[config.mk]
export PLATFORM = sky130hd
export DESIGN_NAME = mul_issue_ctrl
export DESIGN_NICKNAME = d
export VERILOG_FILES = /design/src/rtl/mul_pkg.sv /design/src/rtl/mul_lat_timer.sv /design/src/rtl/mul_issue_ctrl.sv
export SDC_FILE = /design/constraint.sdc
export NUM_CORES = 1
export LEC_CHECK = 0
export BUFFER_PORTS_ARGS = -buffer_cell sky130_fd_sc_hd__buf_2
export CORE_MARGIN = 3
export CORE_UTILIZATION = 44
export CTS_BUF_LIST = sky130_fd_sc_hd__clkbuf_4 sky130_fd_sc_hd__clkbuf_8 sky130_fd_sc_hd__clkbuf_16
export DETAILED_ROUTE_END_ITERATION = 6
export PLACE_DENSITY_LB_ADDON = 0.08
export SKIP_LAST_GASP = 1
export SYNTH_ARGS = -nofsm -noshare
export SYNTH_HDL_FRONTEND = slang
export SYNTH_HIERARCHICAL = 1
export SYNTH_SLANG_ARGS = --single-unit
[constraint.sdc]
create_clock -name clk -period 1.6 [get_ports clk]
set_clock_uncertainty 0.05 [all_clocks]
set_input_delay 0.16 -clock clk [delete_from_list [all_inputs] [get_ports clk]]
set_output_delay 0.16 -clock clk [all_outputs]
set_load 0.02 [all_outputs]
[src/rtl/mul_pkg.sv]
// mul_pkg: shared definitions for the multiplier issue controller.
//   - default operand width, multiplier latency and done-counter width
//   - issue FSM state encoding
//   - product type at the default operand width
package mul_pkg;

   localparam int MUL_WIDTH   = 5;
   localparam int MUL_LATENCY = 7;
   localparam int MUL_CNT_W   = 16;

   typedef enum logic [1:0] {
      IDLE = 2'd0,
      LOAD = 2'd1,
      WAIT = 2'd2,
      DONE = 2'd3
   } mul_state_t;

   typedef logic [2*MUL_WIDTH-1:0] mul_prod_t;

endpackage

[src/rtl/mul_lat_timer.sv]
// mul_lat_timer: loadable down-counter that times out the multiplier latency.
//   clk   : clock, posedge
//   reset : synchronous active-high reset, clears the count
//   start : load the count with LATENCY
//   zero  : count has reached zero
module mul_lat_timer
   import mul_pkg::*;
#(
   parameter int LATENCY = MUL_LATENCY
) (
   input  logic clk,
   input  logic reset,
   input  logic start,
   output logic zero
);

   // Keep at least one bit so a zero latency still elaborates.
   localparam int CW = (LATENCY < 1) ? 1 : $clog2(LATENCY + 1);

   logic [CW-1:0] cnt_r;

   // Load on start, otherwise count down and park at zero.
   always_ff @(posedge clk) begin
      if (reset) begin
         cnt_r <= {CW{1'b0}};
      end else if (start) begin
         cnt_r <= CW'(LATENCY);
      end else if (cnt_r != {CW{1'b0}}) begin
         cnt_r <= cnt_r - CW'(1);
      end else begin
         cnt_r <= cnt_r;
      end
   end

   assign zero = (cnt_r == {CW{1'b0}});

endmodule

[src/rtl/mul_issue_ctrl.sv]
// mul_issue_ctrl: sequences one operation at a time through the shift-add
// multiplier. Accepts an operand pair, pulses load, waits out the multiplier
// latency, captures the product and hands it off over a valid/ready port.
//   clk, reset           : clock and synchronous active-high reset
//   in_valid/in_ready    : operand handshake, in_a/in_b operands
//   op_a/op_b/load       : drive the multiplier
//   mul_out              : multiplier product
//   res_valid/res_ready  : result handshake, res_data captured product
//   done_cnt             : number of products handed off (wraps)
// Optional: define MUL_ISSUE_CHECK_EN to add chk_err, a sticky flag set when
// the captured product differs from op_a*op_b.
module mul_issue_ctrl
   import mul_pkg::*;
#(
   parameter int WIDTH   = MUL_WIDTH,
   parameter int LATENCY = MUL_LATENCY,
   parameter int CNT_W   = MUL_CNT_W
) (
   input  logic               clk,
   input  logic               reset,
   input  logic               in_valid,
   output logic               in_ready,
   input  logic [WIDTH-1:0]   in_a,
   input  logic [WIDTH-1:0]   in_b,
   output logic [WIDTH-1:0]   op_a,
   output logic [WIDTH-1:0]   op_b,
   output logic               load,
   input  logic [2*WIDTH-1:0] mul_out,
   output logic               res_valid,
   input  logic               res_ready,
   output logic [2*WIDTH-1:0] res_data,
`ifdef MUL_ISSUE_CHECK_EN
   output logic               chk_err,
`endif
   output logic [CNT_W-1:0]   done_cnt
);

   mul_state_t state_r;
   logic       timer_start_s;
   logic       timer_zero_s;

`ifdef MUL_ISSUE_CHECK_EN
   logic [2*WIDTH-1:0] exp_prod_s;
   assign exp_prod_s = (2*WIDTH)'(op_a) * (2*WIDTH)'(op_b);
`endif

   // The multiplier samples load on the edge that leaves LOAD; the timer is
   // armed on that same edge so the capture lands LATENCY+1 edges later.
   assign timer_start_s = (state_r == LOAD);
   assign in_ready      = (state_r == IDLE);

   mul_lat_timer #(.LATENCY(LATENCY)) u_timer (
      .clk   (clk),
      .reset (reset),
      .start (timer_start_s),
      .zero  (timer_zero_s)
   );

   // Issue FSM with registered multiplier and result outputs.
   always_ff @(posedge clk) begin
      if (reset) begin
         state_r   <= IDLE;
         op_a      <= {WIDTH{1'b0}};
         op_b      <= {WIDTH{1'b0}};
         load      <= 1'b0;
         res_valid <= 1'b0;
         res_data  <= {(2*WIDTH){1'b0}};
         done_cnt  <= {CNT_W{1'b0}};
`ifdef MUL_ISSUE_CHECK_EN
         chk_err   <= 1'b0;
`endif
      end else begin
         case (state_r)
            IDLE: begin
               if (in_valid) begin
                  op_a    <= in_a;
                  op_b    <= in_b;
                  load    <= 1'b1;
                  state_r <= LOAD;
               end else begin
                  state_r <= IDLE;
               end
            end
            LOAD: begin
               load    <= 1'b0;
               state_r <= WAIT;
            end
            WAIT: begin
               if (timer_zero_s) begin
                  res_data  <= mul_out;
                  res_valid <= 1'b1;
                  state_r   <= DONE;
`ifdef MUL_ISSUE_CHECK_EN
                  if (mul_out != exp_prod_s) begin
                     chk_err <= 1'b1;
                  end else begin
                     chk_err <= chk_err;
                  end
`endif
               end else begin
                  state_r <= WAIT;
               end
            end
            DONE: begin
               if (res_ready) begin
                  res_valid <= 1'b0;
                  done_cnt  <= done_cnt + CNT_W'(1);
                  state_r   <= IDLE;
               end else begin
                  state_r <= DONE;
               end
            end
            default: begin
               load      <= 1'b0;
               res_valid <= 1'b0;
               state_r   <= IDLE;
            end
         endcase
      end
   end

endmodule

### Yosys cells after proc, flatten, opt, wreduce, memory -nomap -nowiden

Cells that the tools add are included.

| storage, ports and cells | value |
|---|---|
| register bits | 43 |
| output and inout bits | 39 |

| cells by class | value |
|---|---|
| add/subtract/negate cells | 2 |
| reduce and logical (&&, ||, !) cells | 11 |
| equality and inequality tests | 6 |
| muxes and demuxes | 11 |

Operator list:

| cell | count |
|---|---|
| adder 16 x 1 -> 16 bit (second input constant) | 1 |
| case mux 2 bit (4 select lines) | 1 |
| AND reduction 2 bit | 4 |
| 2-to-1 mux 3 bit | 2 |
| inequality test 2 bit (second input constant) | 3 |
| nonzero test 2 bit | 3 |
| 2-to-1 mux 1 bit | 5 |
| equality test 2 bit (second input constant) | 2 |
| case mux 1 bit (2 select lines) | 2 |
| zero test 3 bit | 1 |
| AND reduction 3 bit | 1 |
| nonzero test 3 bit | 1 |
| subtractor 3 x 1 -> 3 bit (second input constant) | 1 |
| equality test 2 x 1 -> 1 bit (second input constant) | 1 |
| zero test 2 bit | 1 |
| 2-to-1 mux 2 bit | 1 |

### Longest topological paths before layout

Gate-level depths: netlist of the first run.

| logic depth | value |
|---|---|
| word-level depth | 3 |
| depth in mapped cells | 9 |
| gate-level depth less buffers | 8 |

### By module

The synthesis of the first run kept the hierarchy.

Modules (own cells, without submodules):

| module | times used | sequential area each (um2) | cells each | area each (um2) |
|---|---|---|---|---|
| mul_issue_ctrl | 1 | 800.8 | 191 | 1611.5 |
| mul_lat_timer | 1 | 60.1 | 18 | 168.9 |

### Worst setup path after synthesis of the first run

No wires, ideal clock.

| timing | value |
|---|---|
| path kind | reg-to-reg |
| from | reg done_cnt[2] |
| to | reg done_cnt[15] |
| buffers on the path | 1 |
| setup slack | -228 ps |
| library setup time | 70 ps |
| clock period less this slack | 1828 ps |
| required time | 1480 ps |
| stages on the path, launching flop included | 6 |
| arrival | 1708 ps |
| path through | dfxtp_1 > buf_4 > nand3_2 > or3_4 > or4_1 > a21oi_1 |

| on the way | value |
|---|---|
| longest elaborated chain between the ends | 1 |

RTL lines:

| item | line | RTL |
|---|---|---|
| start: declaration | mul_issue_ctrl.sv:35 | `output logic [CNT_W-1:0] done_cnt` |
| start signal: assignment | mul_issue_ctrl.sv:68 | `done_cnt <= {CNT_W{1'b0}};` |
| start signal: assignment | mul_issue_ctrl.sv:107 | `done_cnt <= done_cnt + CNT_W'(1);` |
| adder 16 x 1 -> 16 bit | mul_issue_ctrl.sv:107 |  |

Every way passes these cells.
A chain may end at the register's enable or synchronous reset.

### Worst setup path after layout of the first run

| timing | value |
|---|---|
| from | reg done_cnt[3] |
| to | reg done_cnt[15] |

Same word-level chain as after synthesis.

==> reports/metrics.yaml, run 1 <==
power_and_ir_drop:
  pwr-share-comb_pct: 24.8
  internal_power_mw: 1.87
  power_switching_share_pct: 28.0
  power_density_nw_per_um2: 1080
  power_frac_clock_pct: 28.8
  p_sw_mw: 0.728
  power_frac_seq_pct: 46.4
  p_leak_nw: 1.08
  ir_worst_vdd_uv: 547
synth:
  synth_seq_area_share_pct: 48.3
  netlist_top_cells_count: "nand2_1 (47), dfxtp_1 (43), a21oi_1 (28), nor2_1 (16), clkbuf_1 (7)"
  synth_seq_cells: 43
  synth_edf_count: 0
  yosysTopAreaCell: "dfxtp_1"
  syn_area_per_cell_um2: 8.52
  ys.flop_type: "dfxtp_1"
  synth.yosys.warnings: 6
  netlist_instances: 209
  async_flop_share_pct: 0
  synth_top_area_share_pct: 48.3
  yosys-top-cells-area: "dfxtp_1 (48%), nand2_1 (9.9%), a21oi_1 (7.9%), nor2_1 (3.4%), xor2_1 (3.0%)"
  synth.most_common_cell: "nand2_1"
  synth_nets: 236
  syn_area_um2: 1780
  synthDistinctLibCells: 41
place:
  place_inst: 328
  dp_worst_setup_slack_ns: -0.0314
  gp_congestion: 0.759
  dp_hpwl_mm: 2.96
  port_buffers: 62
critical_path:
  cp-start-kind: "flop"
  max_stage_delay_ns: 0.47
  cp-end-kind: "flop"
  critPathKind: "flop to flop"
  cp.arrival_ns: 1.74
  worstPathCellList: "nand4_1, or3_4, or4_1, a21oi_1"
  reg2reg_slack_ns: 0.03
  timing.rr.end: "done_cnt[15]"
  rr_worst_depth: 4
  required_ns: 1.77
  critPathLaunch: "done_cnt[3]"
  r2r_start: "done_cnt[3]"
  cpMaxStageDelayCell: "or4_1"
  crit_fanout: 4
floorplan:
  dieArea_um2: 4850
  io_pins: 63
  die_w_um: 69.6
  fp.dieH_um: 69.6
  core_um2: 3770
  start_util_pct: 47.2
  rows: 22
final_layout:
  multi_input_area_um2: 857
  register_area_um2: 880
  antenna_cells: 0
  drive_above_1_share_pct: 37.6
  stdcell_count: 338
  fill_cells: 352
  nNetsFinal: 316
  area_delta_synth_final_pct: 35.2
sta:
  rsz0062_at_grt: "true"
  hold_viol: 0
  post-route-period-util_pct: 98.0
  setup_viol: 0
  relSlewSlack_pct: 75.1
  slew_viol_final: 0
  clock.fmax_mhz: 638
  tightest_slew_ns: 0.373
  finalCriticalPeriod_ns: 1.57
  finalWorstSetupSlack_ns: 0.0316
global_routing:
  grtUsageTotal_pct: 16.7
  grt_pass1_vias: 1524
  overflow: 0
  antenna_found_initial: 0
  grt_max_degree: 44
  grt_pass1_wl_mm: 6.69
drt:
  wire_per_inst_um: 11.9
  postRouteAntennaNets: 0
  firstDrtPassIters: 4
  routed_wl_mm: 4.04
  remaining_drc_errors: 0
  vias: 1632
  drtIter0Drc: 62
  routed_via_density: 4.83
cts:
  htreeDepth: 2
  cts_tree: "yes"
  cts_root_buf: "clkbuf_8"
  cts_buffer_depth: 2
  cts_buffers: 5
  clock-sinks: 43
  path_clk_slew_ns: 0.07
  insertion_delay_ns: 0.29
outcome:
  status: "finished, final reports clean"
min_path:
  worstHoldEndpoint: "op_b[2]"
  hp-class: "primary input to flop"
  holdCritStartpoint: "in_b[2]"
  hold_depth: 3
job:
  maxCapViolations: 0
## routing by layer
layer  vias to the layer above  share of wire [%]  wire, um  global-route usage (%)
met5                         -                  0         0                       0
met4                         0                1.3        53                    7.02
met3                         6                7.4       297                    4.20
met2                        49                 47      1890                    27.5
met1                       714                 45      1800                    20.7
li1                        863                  -         -                       -
## what timing repair did
action,4_1_cts,5_1_grt
buffers inserted,0,2
resized for setup,1,6
endpoints found under the setup margin,10,12
pin swaps,0,1
hold buffers,0,0
## cells in the final DEF (no fill, tap or decap), drive strengths merged, types with 2 or more instances in the layout
cell and n:
ha 3, nor2 16, or3 5, clkbuf 8, buf 84, and3 2
nand2b 2, nand3 6, o21ai 4, nand2 47, a21oi 28, mux2i 2
xor2 6, xnor2 4, dfxtp 43, nor4b 3, nand4 4, and4 3
inv 5
## worst max path at each step
stage                         endpoint  slack (ns)  depth (start not counted)
after floorplan           done_cnt[15]       -0.08                          5
after global routing      done_cnt[15]       -0.02                          4
after detailed placement   res_data[6]       -0.03                          8
after CTS                 done_cnt[15]        0.01                          4
final                     done_cnt[15]        0.03                          4
after global placement     res_data[3]        0.03                          8
## metrics by stage
stage / utilization, % / cell area [um2] / setup TNS, ns / hold WS [ns] / power, mW
after global routing: 63.8 / 2410 / -0.0338 / 0.0495 / 2.76
after CTS: 63.0 / 2380 / 0 / 0.0480 / 2.62
after floorplan: - / 1800 / -0.0820 / 0.179 / 1.62
final: 63.8 / 2410 / 0 / 0.0547 / 2.60
after detailed placement: 60.2 / 2270 / -0.167 / 0.356 / 1.87
after global placement: 60.2 / 2270 / 0 / 0.350 / 1.86
## cell families (layout without fill, tap and decap cells)
group | count (synthesis) | in the layout | synth area share, %
multiplexers | 2 | 2 | 1.12
adder cells (fa/ha/maj) | 3 | 3 | 2.11
AO/OA/AOI/OAI | 37 | 37 | 11.2
buffers and inverters | 16 | 97 | 4.50
AND/OR/NAND/NOR | 98 | 98 | 27.8
flip-flops | 43 | 43 | 48.3
XOR/XNOR | 10 | 10 | 4.92
## layout make-up
cell class	instances	area share (%)
timing repair buffer	84	20.3
clock buffer	8	4.31
multi-input combinational	150	35.6
inverter	5	0.780
tap	48	2.49
sequential	43	36.5
## worst max-delay path, delay by kind of cell, from the launching register on
family,cells,cell delay [ns]
AO/OA/AOI/OAI,1,0.12
AND/OR/NAND/NOR,3,1.00
flip-flops,1,0.33
## sequential cells by signal, summed over array words and instances, names as in the netlist
register	flops
op_b	5
op_a	5
state_r	2
load	1
res_valid	1
done_cnt	16
res_data	10
u_timer/cnt_r	3
## power groups by stage
stage	sequential (mW)	clock, mW	combinational, mW
detailed placement	1.23	0	0.640
finish	1.21	0.749	0.644
global placement	1.23	0	0.633
CTS	1.21	0.771	0.646
global route	1.22	0.824	0.714
floorplan	1.29	0	0.324
(Power assumes the default switching activity.)
==> run 2: changes to the inputs <==
--- a/config.mk
+++ b/config.mk
@@ -11,6 +11,7 @@
 export CTS_BUF_LIST = sky130_fd_sc_hd__clkbuf_4 sky130_fd_sc_hd__clkbuf_8 sky130_fd_sc_hd__clkbuf_16
 export DETAILED_ROUTE_END_ITERATION = 6
 export PLACE_DENSITY_LB_ADDON = 0.08
+export RECOVER_POWER = 50
 export SKIP_LAST_GASP = 1
 export SYNTH_ARGS = -nofsm -noshare
 export SYNTH_HDL_FRONTEND = slang
==> run 2 against run 1 <==
Maximum frequency increased by 0.10%. Largest power group unchanged. First-iteration DRC count increased by 15%. Highest routed layer unchanged. Combinational power decreased by 2%. Sequential cell count unchanged. Die area unchanged. Hold slack about the same. Wire length about the same.
==> reports/metrics.yaml, run 2 (synthesized netlist as in run 1, its figures left out) <==
global_routing:
  overflow: 0
  grt_pass1_wl_mm: 6.69
  grt_max_degree: 44
  grt_pass1_vias: 1524
  grtUsageTotal_pct: 16.7
  antenna_found_initial: 0
cts:
  cts_buffer_depth: 2
  insertion_delay_ns: 0.29
  cts_tree: "yes"
  htreeDepth: 2
  cts_root_buf: "clkbuf_8"
  clock-sinks: 43
  path_clk_slew_ns: 0.08
  cts_hold_buf: 0
  cts_buffers: 5
critical_path:
  worstPathCellList: "nand4_1, or3_4, or4_1, a21oi_1"
  reg2reg_slack_ns: 0.03
  rr_worst_depth: 4
  crit_fanout: 4
  cp-start-kind: "flop"
  r2r_start: "done_cnt[3]"
  cp.arrival_ns: 1.74
  timing.rr.end: "done_cnt[15]"
  required_ns: 1.77
  critPathKind: "flop to flop"
  max_stage_delay_ns: 0.47
  cp-end-kind: "flop"
  cpMaxStageDelayCell: "or4_1"
floorplan:
  fp.dieH_um: 69.6
  die_w_um: 69.6
  start_util_pct: 47.2
  dieArea_um2: 4850
  core_um2: 3770
  io_pins: 63
  rows: 22
drt:
  drtIter0Drc: 71
  firstDrtPassIters: 6
  wire_per_inst_um: 11.9
  postRouteAntennaNets: 0
  routed_via_density: 4.85
  vias: 1638
  remaining_drc_errors: 0
  routed_wl_mm: 4.04
place:
  dp_hpwl_mm: 2.96
  place_inst: 328
  gp_congestion: 0.759
  port_buffers: 62
  dp_worst_setup_slack_ns: -0.0314
final_layout:
  regMostFlops: "done_cnt"
  final_cell_mix: "nand2_1 (47), clkbuf_1 (36), dfxtp_1 (34), a21oi_1 (28), buf_2 (26)"
  nNetsFinal: 316
  largest_register_ffs: 16
  area_delta_synth_final_pct: 32.7
  antenna_cells: 0
  drive_above_1_share_pct: 25.2
  final_common_cell: "nand2_1"
  top_regs: "done_cnt (16), res_data (10)"
  stdcell_count: 338
sta:
  hold_viol: 0
  relSlewSlack_pct: 74.9
  slew_viol_final: 0
  tightest_slew_ns: 0.376
  setup_tns_ns: 0
  finalCriticalPeriod_ns: 1.57
  post-route-period-util_pct: 97.9
  clock.fmax_mhz: 638
  finalWorstSetupSlack_ns: 0.0332
  rsz0062_at_grt: "true"
  setup_viol: 0
  fin_hold_ws_ns: 0.0543
min_path:
  hold_depth: 3
  hp-class: "primary input to flop"
  worstHoldEndpoint: "op_a[0]"
  holdCritStartpoint: "in_a[0]"
power_and_ir_drop:
  power_mw: 2.58
  p_leak_nw: 0.925
  power_density_nw_per_um2: 1090
  ir_worst_vdd_uv: 547
outcome:
  status: "finished, final reports clean"
job:
  maxCapViolations: 0
run 2: worst max-delay path, delay by kind of cell (launching register included):
| kind | cells | cell delay [ns] |
|---|---|---|
| AO/OA/AOI/OAI | 1 | 0.12 |
| flip-flops | 1 | 0.33 |
| AND/OR/NAND/NOR | 3 | 1.00 |
run 2: power breakdown:
part | switching (mW) | internal [mW] | total [mW]
sequential | 0.0487 | 1.16 | 1.21
combinational | 0.343 | 0.287 | 0.630
clock | 0.337 | 0.411 | 0.748
run 2: worst max path at each step:
stage	start	endpoint	slack, ns	cells after the start
finish	done_cnt[3]	done_cnt[15]	0.03	4
floorplan	done_cnt[2]	done_cnt[15]	-0.08	5
global route	done_cnt[3]	done_cnt[15]	-0.02	4
global placement	u_timer/cnt_r[0]	res_data[3]	0.03	8
CTS	state_r[0]	done_cnt[15]	0.01	4
detailed placement	u_timer/cnt_r[1]	res_data[6]	-0.03	8
run 2: layer usage:
metal	routed length, um	up-vias	track usage, %
met4	53	0	7.02
met5	0	-	0
met2	1880	44	27.5
met3	284	6	4.20
li1	-	864	-
met1	1820	724	20.7
run 2: repair_timing:
item / 4_1_cts / 5_1_grt
resized for setup: 1 / 6
pin swaps: 0 / 1
buffers inserted: 0 / 2
setup endpoints to repair: 10 / 12
run 2: area by class of cell:
class | instances | area (um2)
fill | 371 | 1410
multi-input combinational | 150 | 857
tap | 48 | 60.1
sequential | 43 | 880
inverter | 5 | 18.8
timing repair buffer | 84 | 443
clock buffer | 8 | 104
run 2: through the flow:
stage / util (%) / area (um2)
2_1_floorplan: - / 1800
3_3_place_gp: 60.2 / 2270
3_5_place_dp: 60.2 / 2270
4_1_cts: 63.0 / 2380
5_1_grt: 62.6 / 2360
6_report: 62.6 / 2360
==> run 3: changes to the inputs <==
--- a/config.mk
+++ b/config.mk
@@ -5,15 +5,14 @@
 export SDC_FILE = /design/constraint.sdc
 export NUM_CORES = 1
 export LEC_CHECK = 0
+export ABC_CLOCK_PERIOD_IN_PS = 1600
 export BUFFER_PORTS_ARGS = -buffer_cell sky130_fd_sc_hd__buf_2
 export CORE_MARGIN = 3
-export CORE_UTILIZATION = 44
+export CORE_UTILIZATION = 43
 export CTS_BUF_LIST = sky130_fd_sc_hd__clkbuf_4 sky130_fd_sc_hd__clkbuf_8 sky130_fd_sc_hd__clkbuf_16
 export DETAILED_ROUTE_END_ITERATION = 6
 export PLACE_DENSITY_LB_ADDON = 0.08
-export RECOVER_POWER = 50
 export SKIP_LAST_GASP = 1
 export SYNTH_ARGS = -nofsm -noshare
 export SYNTH_HDL_FRONTEND = slang
-export SYNTH_HIERARCHICAL = 1
 export SYNTH_SLANG_ARGS = --single-unit
==> run 3 against run 2 <==
The run now ends with negative setup slack left. Count of clock-buffer cells in the layout fell by 1. First-iteration DRC count decreased by 58%. Via count down 1.1%. Synthesized cell count fell by 1.9%. Hold slack worse by 0.0066 ns. Critical path depth rose by 1. Critical path type unchanged.
==> reports/metrics.yaml, run 3 <==
final_layout:
  fill_cells: 345
  stdcell_count: 332
  nNetsFinal: 310
  antenna_cells: 0
  largest_register_ffs: 16
  top_regs: "done_cnt (16), res_data (10)"
  regMostFlops: "done_cnt"
  final_common_cell: "buf_2"
  drive_above_1_share_pct: 41.2
  final_cell_mix: "buf_2 (63), nand2_1 (50), a21oi_1 (29), dfxtp_1 (29), buf_4 (16)"
  stdcell_area_um2: 2390
  area_delta_synth_final_pct: 39.8
sta:
  finalWorstSetupSlack_ns: -0.0114
  finalCriticalPeriod_ns: 1.61
  post-route-period-util_pct: 101
  tightest_slew_ns: 0.422
  clock.fmax_mhz: 621
  relSlewSlack_pct: 71.8
  rsz0062_at_grt: "true"
  fin_hold_ws_ns: 0.0477
  hold_viol: 0
  slew_viol_final: 0
  setup_viol: 2
cts:
  path_clk_slew_ns: 0.08
  htreeDepth: 2
  cts_tree: "yes"
  cts_root_buf: "clkbuf_8"
  cts_hold_buf: 0
  cts_buffers: 5
  insertion_delay_ns: 0.29
  cts_buffer_depth: 2
  clock-sinks: 43
floorplan:
  io_pins: 63
  core_um2: 3740
  start_util_pct: 45.7
  fp.dieH_um: 69.1
  die_w_um: 69.1
  rows: 22
  dieArea_um2: 4770
global_routing:
  antenna_found_initial: 0
  grtUsageTotal_pct: 17.0
  overflow: 0
  grt_pass1_vias: 1511
  grt_max_degree: 31
  grt_pass1_wl_mm: 6.76
synth:
  synthDistinctLibCells: 30
  synth_seq_cells: 43
  netlist_instances: 205
  ys.flop_type: "dfxtp_1"
  syn_area_um2: 1710
  yosys-top-cells-area: "dfxtp_1 (50%), nand2_1 (11%), a21oi_1 (9.1%), xnor2_1 (3.6%), nor2_1 (2.6%)"
  synth.most_common_cell: "nand2_1"
  synth_edf_count: 0
  netlist_top_cells_count: "nand2_1 (50), dfxtp_1 (43), a21oi_1 (31), nor2_1 (12), clkbuf_1 (9)"
  synth_nets: 232
  yosysTopAreaCell: "dfxtp_1"
  async_flop_share_pct: 0
  synth_top_area_share_pct: 50.3
  synth.yosys.warnings: 0
  syn_area_per_cell_um2: 8.35
  synth_seq_area_share_pct: 50.3
drt:
  postRouteAntennaNets: 0
  wire_per_inst_um: 12.1
  routed_via_density: 4.88
  firstDrtPassIters: 4
  vias: 1620
  remaining_drc_errors: 0
  routed_wl_mm: 4.03
  drtIter0Drc: 30
critical_path:
  worstPathCellList: "nand4_1, buf_4, or4_4, or3_4, a21oi_2"
  cp-start-kind: "flop"
  cp.arrival_ns: 1.79
  crit_fanout: 2
  cp_num_buf_inv: 1
  required_ns: 1.78
  cp-end-kind: "flop"
  critPathTopFamily: "simple AND/OR/NAND/NOR gates"
  cpMaxStageDelayCell: "or4_4"
  max_stage_delay_ns: 0.42
  critPathKind: "flop to flop"
place:
  place_inst: 322
  port_buffers: 62
  place_area_um2: 2250
  gp_congestion: 0.771
  dp_hpwl_mm: 2.88
job:
  maxCapViolations: 0
min_path:
  hp-class: "primary input to flop"
outcome:
  violations: "negative setup slack"
  status: "finished, violations left"
power_and_ir_drop:
  p_leak_nw: 1.02
  power_density_nw_per_um2: 1010
  ir_worst_vdd_uv: 622
run 3: cell types whose count changed in the layout (fill, tap and decap cells not counted), sizes merged, moves of 2 or more:
cell	before	now
clkbuf	44	7
buf	48	81
nor2	16	12
a21oi	28	31
and4	3	0
nand2	47	50
nor3	1	4
nor4b	3	0
xnor2	4	7
xor2	6	3
nand4	4	6
nor4	1	3
run 3: layer usage:
| layer | GRT usage [%] | up-vias | part of all wire [%] |
|---|---|---|---|
| met4 | 6.51 | 0 | 1.1 |
| met2 | 27.3 | 40 | 48 |
| met5 | 0 | - | 0 |
| met1 | 21.4 | 729 | 45 |
| met3 | 4.96 | 5 | 6.2 |
| li1 | - | 846 | - |
run 3: tightest hold or removal path, delay by kind of cell:
kind                   cells  cell delay [ns]
AND/OR/NAND/NOR            1             0.04
buffers and inverters      1             0.09
AO/OA/AOI/OAI              1             0.05
run 3: worst paths after layout:
path	from	end	slack, ns	depth (start not counted)
worst max-delay path	done_cnt[9]	done_cnt[15]	-0.01	5
worst min-delay path	mul_out[9]	res_data[9]	0.05	3
worst max register to register	done_cnt[9]	done_cnt[15]	-0.01	5
worst min register to register	op_b[2]	op_b[2]	0.40	2
run 3: metrics by stage:
step	power [mW]	setup TNS, ns	utilization (%)	worst slack [ns]
floorplan	1.58	-0.00594	-	-0.00594
CTS	2.42	-0.0677	62.4	-0.0247
global route	2.55	-0.282	63.9	-0.0546
detailed placement	1.75	-0.0549	60.0	-0.0236
finish	2.41	-0.0182	63.9	-0.0114
global placement	1.74	0	60.0	0.0302
run 3: report_power, final:
group / switching (mW) / internal [mW]
clock: 0.338 / 0.340
sequential: 0.0531 / 1.14
combinational: 0.311 / 0.230
total: 0.701 / 1.71
run 3: cell type report:
cell class	count	area, um2	area share (%)
flip-flops and latches	43	906	37.9
multi-input cells	148	856	35.8
repair buffers	81	467	19.5
clock buffers	7	83.8	3.50
well taps	48	60.1	2.51
inverters	4	15.0	0.628
clock inverters	1	5.00	0.209
run 3: logic make-up after synthesis:
| family | count (synthesis) | share of synthesized area [%] |
|---|---|---|
| AND/OR/NAND/NOR | 95 | 26.7 |
| flip-flops | 43 | 50.3 |
| AO/OA/AOI/OAI | 38 | 11.3 |
| buffers and inverters | 14 | 3.14 |
| XOR/XNOR | 10 | 5.12 |
| adder cells (fa/ha/maj) | 3 | 2.19 |
| multiplexers | 2 | 1.24 |
run 3: repair_timing:
action / CTS / global route
endpoints found under the setup margin: 3 / 7
cloned: 0 / 1
pin swaps: 2 / 6
buffers inserted: 0 / 1
gates resized for setup: 0 / 11
